--- src/rtl/adc0809_emu_if.sv ---
// ADC0809 pin bundle shared by the controller (master) and the emulated chip (slave).
// Latency: none, wires only.
// Backpressure: none; the ADC0809 handshake is start/eoc level signalling.
interface adc0809_if;
    logic        ad_clk;
    logic        start;
    logic        ale;
    logic [2:0]  addr;
    logic        oe;
    logic [63:0] ain;
    logic        eoc;
    logic [7:0]  d;
    logic        d_oe;
    logic        busy;

    // Controller side drives the strobes and the analog channels.
    modport master (
        output ad_clk, start, ale, addr, oe, ain,
        input  eoc, d, d_oe, busy
    );

    // Emulated chip side answers with eoc and data.
    modport slave (
        input  ad_clk, start, ale, addr, oe, ain,
        output eoc, d, d_oe, busy
    );
endinterface

--- src/rtl/adc0809_emu.sv ---
// ADC0809 chip-side responder: syncs controller strobes and converts one of 8 digital channels.
// Latency: CONV_CYCLES ad_clk rises from synced start fall to eoc; oe pin to d is SYNC_STAGES+1.
// Backpressure: none; a start rise during conversion aborts and re-arms. Optional ADC_DITHER_EN.
module adc0809_emu #(
    parameter int CONV_CYCLES = 64,
    parameter int SYNC_STAGES = 2
) (
    input logic       sys_clk,
    input logic       rst,
    adc0809_if.slave  bus
);
    typedef enum logic [1:0] {IDLE, ARMED, CONVERT, DONE} state_t;

    localparam logic [7:0] CNT_LAST = 8'(CONV_CYCLES - 1);

    // Pin order inside each synchronizer stage: {ad_clk, oe, ale, start}.
    logic [SYNC_STAGES*4-1:0] sync_q;
    logic [3:0]               sync_s;
    logic [3:0]               prev_q;

    state_t     state_q, state_d;
    logic [7:0] cnt_q, cnt_d;
    logic [7:0] sample_q, sample_d;
    logic [7:0] result_q, result_d;
    logic [2:0] ch_addr_q;
    logic       eoc_q, eoc_d;
    logic [7:0] d_q;
    logic       d_oe_q;

    logic start_rise, start_fall, ale_rise, adclk_rise, oe_s;

`ifdef ADC_DITHER_EN
    logic [7:0] lfsr_q, lfsr_d;
`endif

    assign sync_s     = sync_q[SYNC_STAGES*4-1 -: 4];
    assign start_rise =  sync_s[0] & ~prev_q[0];
    assign start_fall = ~sync_s[0] &  prev_q[0];
    assign ale_rise   =  sync_s[1] & ~prev_q[1];
    assign oe_s       =  sync_s[2];
    assign adclk_rise =  sync_s[3] & ~prev_q[3];

    // Synchronizer chain plus one stage of history for edge detection.
    always_ff @(posedge sys_clk or posedge rst) begin
        if (rst) begin
            sync_q <= '0;
            prev_q <= '0;
        end else begin
            sync_q <= {sync_q[(SYNC_STAGES-1)*4-1:0], bus.ad_clk, bus.oe, bus.ale, bus.start};
            prev_q <= sync_s;
        end
    end

    // Channel latch; a running conversion already holds its own sample.
    always_ff @(posedge sys_clk or posedge rst) begin
        if (rst) ch_addr_q <= 3'd0;
        else if (ale_rise) ch_addr_q <= bus.addr;
    end

    // Conversion state and datapath registers.
    always_ff @(posedge sys_clk or posedge rst) begin
        if (rst) begin
            state_q  <= IDLE;
            cnt_q    <= 8'd0;
            sample_q <= 8'd0;
            result_q <= 8'd0;
            eoc_q    <= 1'b1;
        end else begin
            state_q  <= state_d;
            cnt_q    <= cnt_d;
            sample_q <= sample_d;
            result_q <= result_d;
            eoc_q    <= eoc_d;
        end
    end

`ifdef ADC_DITHER_EN
    // Dither LFSR, stepped once per completed conversion.
    always_ff @(posedge sys_clk or posedge rst) begin
        if (rst) lfsr_q <= 8'h01;
        else     lfsr_q <= lfsr_d;
    end
`endif

    // Next-state logic; a start rise in CONVERT beats a simultaneous count completion.
    always_comb begin
        state_d  = state_q;
        cnt_d    = cnt_q;
        sample_d = sample_q;
        result_d = result_q;
`ifdef ADC_DITHER_EN
        lfsr_d   = lfsr_q;
`endif
        case (state_q)
            IDLE: begin
                if (start_rise) state_d = ARMED;
            end
            ARMED: begin
                cnt_d = 8'd0;
                if (start_fall) begin
                    state_d  = CONVERT;
                    sample_d = bus.ain[{ch_addr_q, 3'b000} +: 8];
                end
            end
            CONVERT: begin
                if (start_rise) begin
                    state_d = ARMED;
                    cnt_d   = 8'd0;
                end else if (adclk_rise) begin
                    cnt_d = cnt_q + 8'd1;
                    if (cnt_q == CNT_LAST) state_d = DONE;
                end
            end
            DONE: begin
                state_d = IDLE;
`ifdef ADC_DITHER_EN
                case (lfsr_q[1:0])
                    2'b01:   result_d = (sample_q == 8'hFF) ? 8'hFF : sample_q + 8'd1;
                    2'b10:   result_d = (sample_q == 8'h00) ? 8'h00 : sample_q - 8'd1;
                    default: result_d = sample_q;
                endcase
                lfsr_d = {lfsr_q[6:0], lfsr_q[7] ^ lfsr_q[5] ^ lfsr_q[4] ^ lfsr_q[3]};
`else
                result_d = sample_q;
`endif
            end
            default: state_d = IDLE;
        endcase
        // eoc tracks "heading to IDLE": low the cycle after arming, high the cycle after DONE.
        eoc_d = (state_d == IDLE);
    end

    // Registered output path so d and d_oe change together.
    always_ff @(posedge sys_clk or posedge rst) begin
        if (rst) begin
            d_q    <= 8'd0;
            d_oe_q <= 1'b0;
        end else begin
            d_q    <= oe_s ? result_q : 8'h00;
            d_oe_q <= oe_s;
        end
    end

    assign bus.eoc  = eoc_q;
    assign bus.d    = d_q;
    assign bus.d_oe = d_oe_q;
    assign bus.busy = (state_q == ARMED) || (state_q == CONVERT);
endmodule
--- src/flat_wrapper.sv ---
// flat-port wrapper written by rule: the top's interface ports become plain ports
module adc0809_emu_flat 
#(
    parameter int CONV_CYCLES = 64,
    parameter int SYNC_STAGES = 2
)
  (sys_clk, rst, bus_ad_clk, bus_start, bus_ale, bus_addr, bus_oe, bus_ain, bus_eoc, bus_d, bus_d_oe, bus_busy);
  adc0809_if bus_i ();
  input logic sys_clk;
  input logic rst;
  input wire logic [$bits(bus_i.ad_clk)-1:0] bus_ad_clk;
  input wire logic [$bits(bus_i.start)-1:0] bus_start;
  input wire logic [$bits(bus_i.ale)-1:0] bus_ale;
  input wire logic [$bits(bus_i.addr)-1:0] bus_addr;
  input wire logic [$bits(bus_i.oe)-1:0] bus_oe;
  input wire logic [$bits(bus_i.ain)-1:0] bus_ain;
  output wire logic [$bits(bus_i.eoc)-1:0] bus_eoc;
  output wire logic [$bits(bus_i.d)-1:0] bus_d;
  output wire logic [$bits(bus_i.d_oe)-1:0] bus_d_oe;
  output wire logic [$bits(bus_i.busy)-1:0] bus_busy;
  assign bus_i.ad_clk = bus_ad_clk;
  assign bus_i.start = bus_start;
  assign bus_i.ale = bus_ale;
  assign bus_i.addr = bus_addr;
  assign bus_i.oe = bus_oe;
  assign bus_i.ain = bus_ain;
  assign bus_eoc = bus_i.eoc;
  assign bus_d = bus_i.d;
  assign bus_d_oe = bus_i.d_oe;
  assign bus_busy = bus_i.busy;
  adc0809_emu #(.CONV_CYCLES(CONV_CYCLES), .SYNC_STAGES(SYNC_STAGES)) u_core (.sys_clk(sys_clk), .rst(rst), .bus(bus_i));
endmodule
--- config.mk ---
export PLATFORM = sky130hd
export DESIGN_NAME = adc0809_emu_flat
export DESIGN_NICKNAME = d
export VERILOG_FILES = /design/src/rtl/adc0809_emu_if.sv /design/src/rtl/adc0809_emu.sv /design/src/flat_wrapper.sv
export SDC_FILE = /design/constraint.sdc
export NUM_CORES = 1
export LEC_CHECK = 0
export BUFFER_PORTS_ARGS = -buffer_cell sky130_fd_sc_hd__buf_2
export CAP_MARGIN = 20
export CORE_ASPECT_RATIO = 0.8
export CORE_MARGIN = 1
export CORE_UTILIZATION = 30
export CTS_CLUSTER_DIAMETER = 120
export DETAILED_ROUTE_END_ITERATION = 7
export GPL_TIMING_DRIVEN = 0
export HOLD_SLACK_MARGIN = 0.08
export PLACE_DENSITY_LB_ADDON = 0.08
export RECOVER_POWER = 50
export SYNTH_ARGS = -nofsm -noshare
export SYNTH_HDL_FRONTEND = slang
export SYNTH_SLANG_ARGS = --single-unit
--- constraint.sdc ---
create_clock -name sys_clk -period 2.9 [get_ports sys_clk]
set_clock_uncertainty 0.15 [all_clocks]
set_input_delay 0.29 -clock sys_clk [delete_from_list [all_inputs] [get_ports sys_clk]]
set_output_delay 0.29 -clock sys_clk [all_outputs]
set_load 0.01 [all_outputs]
# Word-level counts from Yosys, hierarchy flattened

Cells that the tools add are included.

Output and inout bits: 11
Word-level logic and storage cells: 41
Bits of input ports: 73
Register bits: 51

Shifts and indexed selects: 1
Reduce and logical (&&, ||, !) cells: 6
Multiplexer cells: 10
$add $sub $neg: 1
Equal/unequal tests: 5
Bitwise logic cells: 8

Operators with widths:

| kind                                                  | count |
|---|---|
| variable part select 64 x 7 -> 8 bit                  | 1 |
| 2-to-1 mux 8 bit                                      | 3 |
| case mux 8 bit (2 select lines)                       | 1 |
| 2-to-1 mux 2 bit                                      | 5 |
| adder 8 x 1 -> 8 bit, second input constant           | 1 |
| equality test 8 x 6 -> 1 bit, second input constant   | 1 |
| case mux 2 bit (4 select lines)                       | 1 |
| AND 1 bit                                             | 4 |
| equality test 2 bit, second input constant            | 2 |
| zero test 2 bit                                       | 2 |
| inverter 1 bit                                        | 4 |
| AND reduction 2 bit                                   | 2 |
| inequality test 3 x 1 -> 1 bit, second input constant | 1 |
| equality test 2 x 1 -> 1 bit, second input constant   | 1 |
| nonzero test 2 bit                                    | 1 |
| logical OR 1 bit                                      | 1 |

# Longest topological paths before layout

Word-level depth: 6
Mapped depth: 7

# Worst setup path after synthesis

Ideal clock, no wire load.

Path type: register to register
Start: reg u_core.state_q[1]
End: reg u_core.cnt_q[7]
Arrival: 1.661 ns
Setup slack: 1.011 ns
Library setup time: 0.077 ns
Data required time: 2.673 ns
Cell stages (with the launch flop): 6
Clock period less this slack: 1.889 ns
Cells stage by stage: dfrtp_1 -> inv_1 -> ha_1 -> o31ai_4 -> or4_1 -> a21oi_1

Longest elaborated chain between the ends: 3
Elaborated cells on any way between the ends: 6
Those cells by class: eq/ne (3); mux (1); reduce/logical (2)

Ends and longest elaborated chain:

| element                                                                               | line              | text |
|---|---|---|
| start, declared                                                                       | adc0809_emu.sv:21 | `state_t state_q, state_d;` |
| start signal, assigned                                                                | adc0809_emu.sv:69 | `state_q <= state_d;` |
| equality test 2 bit / equality test 2 x 1 -> 1 bit (equally long branches)            | adc0809_emu.sv:94 | `case (state_q)` |
| inequality test 3 x 1 -> 1 bit (no line) / nonzero test 2 bit (equally long branches) | -                 |  |
| AND reduction 2 bit (no line)                                                         | -                 |  |
| end signal, assigned                                                                  | adc0809_emu.sv:70 | `cnt_q <= cnt_d;` |
| end, declared                                                                         | adc0809_emu.sv:22 | `logic [7:0] cnt_q, cnt_d;` |

Several ways; a longest one is shown, not always the timed one.
A chain may end at the register's enable or synchronous reset.

# Worst setup path after layout

Start: reg u_core.state_q[0]
End: reg u_core.cnt_q[6]

Same word-level chain as after synthesis.

==> impl_metrics.yaml <==
global_route:
  grt_overflow: 0
  grt_pass1_wl_um: 9110
  antenna_found_initial: 0
  grt_pass1_vias: 1815
  grt_max_degree: 34
  grt_usage: 0.132
floorplan:
  chipWidth_um: 105
  dieArea_sq_um: 8780
  initial_core_util: 0.313
  core_area_sq_um: 8060
  ios: 84
  die_y_um: 84.0
  num_rows: 29
final_layout:
  antennaDiodeCount: 0
  finalNetCount: 393
  register_area_sq_um: 1250
  multi_input_area_sq_um: 1180
  areaGrowthSynthToFinish_pct: 28.7
  fillers: 808
  drive_above_1_share: 0.402
  instances_no_fill: 424
route:
  ant_nets: 0
  routed_via_density: 4.53
  detail_route.wl_per_cell_um: 13.1
  drt-initial-drc-count: 70
  dr.pass1.iters: 4
  vias: 1921
  drc: 0
  wl_um: 5570
yosys:
  synth_seq_cells: 50
  synth_nets: 295
  syn-mean-instance-area_sq_um: 11.6
  yosysUniqueCellTypes: 41
  ys_warn_count: 0
  syn_inst: 217
  syn_area_sq_um: 2520
  ys_seq_area_frac: 0.497
sta:
  tightest_slew_ps: 823
  slew_violations: 0
  hold_viol: 0
  fin_crit_sh: 0.715
  rsz0062_at_grt: "no"
  whs_ps: 82.3
  layout_min_cycle_time_ps: 2070
  clock.fmax_mhz: 482
  relSlewSlack: 0.451
  setup_tns_ps: 0
  setup-violations-final: 0
setup_path:
  startpoint: "u_core.state_q[0]$_DFF_PP0_"
  crit_required_ps: 2980
  start_kind: "flop"
  endpoint_kind: "flop"
  r2r_cells: 7
  path_max_fanout: 10
  endpoint: "u_core.cnt_q[6]$_DFFE_PP0P_"
  r2r-start: "u_core.state_q[0]$_DFF_PP0_"
  r2r_end: "u_core.cnt_q[6]$_DFFE_PP0P_"
  crit_arrival_ps: 2160
  r2r_setup_slack_ps: 830
  timing_worst_setup_path_type: "flop to flop"
placed_design:
  routabilityCongestion: 0.774
  placed_cells: 409
  hpwl_um: 4330
  port_buffers: 83
pwr:
  total_power_mw: 1.93
  p_per_area_nw_per_um2: 596
  ir_drop_mv: 0.252
  p_leak_nw: 1.59
outcome:
  outcome: "finished clean"
clocking:
  clock_sinks: 50
  cts.path.max_buffers: 2
  htreeDepth: 2
  clkTransAtPathRegs_ps: 100
  insertion_delay_ps: 300
  cts_tree: "yes"
  cts_setup_buffers: 0
  numCtsBuffers: 5
  cts-root-buf: "clkbuf_8"
hold_path:
  hold_class: "input pin to flop"
flow_run:
  cap_violations: 0
layout by cell type, fill, tap and decap left out, drive strengths merged, types with 3 or more instances in the layout:
cell type | Yosys | final
dlygate4sd3 | 0 | 7
mux2 | 27 | 27
a221o | 7 | 7
and2 | 9 | 9
or3 | 3 | 3
o22ai | 9 | 9
ha | 5 | 5
nor2b | 4 | 4
nand3 | 5 | 5
a21oi | 3 | 3
inv | 7 | 8
mux2i | 17 | 17
clkbuf | 3 | 9
dfrtp | 49 | 49
nor2 | 3 | 3
o21ai | 16 | 16
nand2 | 17 | 17
buf | 6 | 89
cells in the mapped netlist:
| cell | count | area share |
|---|---|---|
| a211oi_1 | 1 | 0.0030 |
| a21oi_1 | 3 | 0.0060 |
| a221o_1 | 7 | 0.028 |
| a222oi_1 | 2 | 0.0079 |
| a22oi_1 | 2 | 0.0060 |
| and2_1 | 9 | 0.022 |
| and2b_1 | 1 | 0.0030 |
| and3_1 | 2 | 0.0050 |
| and4_1 | 2 | 0.0069 |
| buf_1 | 1 | 0.0015 |
| buf_2 | 1 | 0.0020 |
| buf_4 | 1 | 0.0030 |
| buf_6 | 3 | 0.013 |
| clkbuf_1 | 3 | 0.0045 |
| dfrtp_1 | 49 | 0.49 |
| dfstp_2 | 1 | 0.010 |
| ha_1 | 5 | 0.025 |
| inv_1 | 7 | 0.010 |
| mux2_2 | 27 | 0.12 |
| mux2i_1 | 17 | 0.067 |
| nand2_1 | 17 | 0.025 |
| nand2b_1 | 2 | 0.0050 |
| nand3_1 | 5 | 0.0099 |
| nand3b_1 | 2 | 0.0060 |
| nand4b_1 | 1 | 0.0035 |
| nor2_1 | 3 | 0.0045 |
| nor2b_1 | 3 | 0.0074 |
| nor2b_4 | 1 | 0.0055 |
| nor3_1 | 1 | 0.0020 |
| nor4b_1 | 1 | 0.0035 |
| o211ai_1 | 1 | 0.0030 |
| o21ai_0 | 10 | 0.020 |
| o21ai_1 | 6 | 0.012 |
| o221ai_1 | 2 | 0.0069 |
| o22ai_1 | 9 | 0.022 |
| o31a_1 | 1 | 0.0035 |
| o31ai_1 | 1 | 0.0030 |
| o31ai_4 | 1 | 0.0084 |
| o41ai_1 | 1 | 0.0035 |
| or3_1 | 3 | 0.0074 |
| or4_1 | 2 | 0.0060 |
worst max-delay path, stage by stage, from the launching register on:
cell	delay [ps]
dfrtp_1	440
inv_1	120
ha_1	260
inv_1	160
o31ai_4	360
buf_2	270
o21ai_0	110
a21oi_1	130
registers in the layout (all words and copies together) (netlist names):
name	cells
u_core.bus.eoc	1
u_core.prev_q	4
u_core.sync_q	8
u_core.cnt_q	8
u_core.result_q	8
u_core.state_q	2
u_core.ch_addr_q	3
u_core.sample_q	8
u_core.bus.d	8
per-layer routing:
metal / GRT usage / share of wire / wire length (um)
met3: 0.0343 / 0.057 / 319
met2: 0.181 / 0.38 / 2140
met5: 0 / 0 / 0
met1: 0.202 / 0.55 / 3060
met4: 0.0351 / 0.0097 / 54
area by class of cell:
cell class | instances | area share
clock inverter | 3 | 0.00887
timing repair buffer | 91 | 0.151
tap | 108 | 0.0416
buffer | 9 | 0.0189
multi-input combinational | 151 | 0.364
inverter | 7 | 0.00810
sequential | 50 | 0.386
clock buffer | 5 | 0.0212
what timing repair did:
| item | 4_1_cts | 5_1_grt |
|---|---|---|
| endpoints found under the hold margin | 22 | 0 |
| gates resized for setup | 0 | 0 |
| hold buffers | 7 | 0 |
stage by stage:
step	setup slack, ps	instance area, sq um	utilization
after CTS	813	3260	0.405
after global routing	556	3250	0.403
final	826	3250	0.403
after detailed placement	854	3090	0.384
after floorplan	1010	2520	-
after global placement	536	3070	0.381
cell families after synthesis:
family	synth area share
mux	0.188
compound gates	0.133
flops	0.497
simple gates	0.123
fa+ha+maj	0.0248
buf+inv	0.0347
how the worst min path moves through the flow:
stage	slack, ps	start	cells after the start	to
floorplan	170	bus_start	0	u_core.sync_q[0]$_DFF_PP0_
global placement	180	u_core.sync_q[3]$_DFF_PP0_	0	u_core.sync_q[7]$_DFF_PP0_
detailed placement	160	rst	2	u_core.cnt_q[6]$_DFFE_PP0P_
CTS	80	bus_addr[2]	2	u_core.ch_addr_q[2]$_DFFE_PP0P_
global route	100	bus_addr[2]	2	u_core.ch_addr_q[2]$_DFFE_PP0P_
finish	80	bus_addr[2]	2	u_core.ch_addr_q[2]$_DFFE_PP0P_
power by group:
group / total (mW) / internal [mW] / leakage (nW) / switching [mW]
sequential: 0.911 / 0.837 / 0.641 / 0.0747
clock: 0.429 / 0.179 / 0.0502 / 0.250
combinational: 0.594 / 0.290 / 0.894 / 0.304
total: 1.93 / 1.31 / 1.59 / 0.629
No activity file was read; power rests on OpenSTA's default activity.
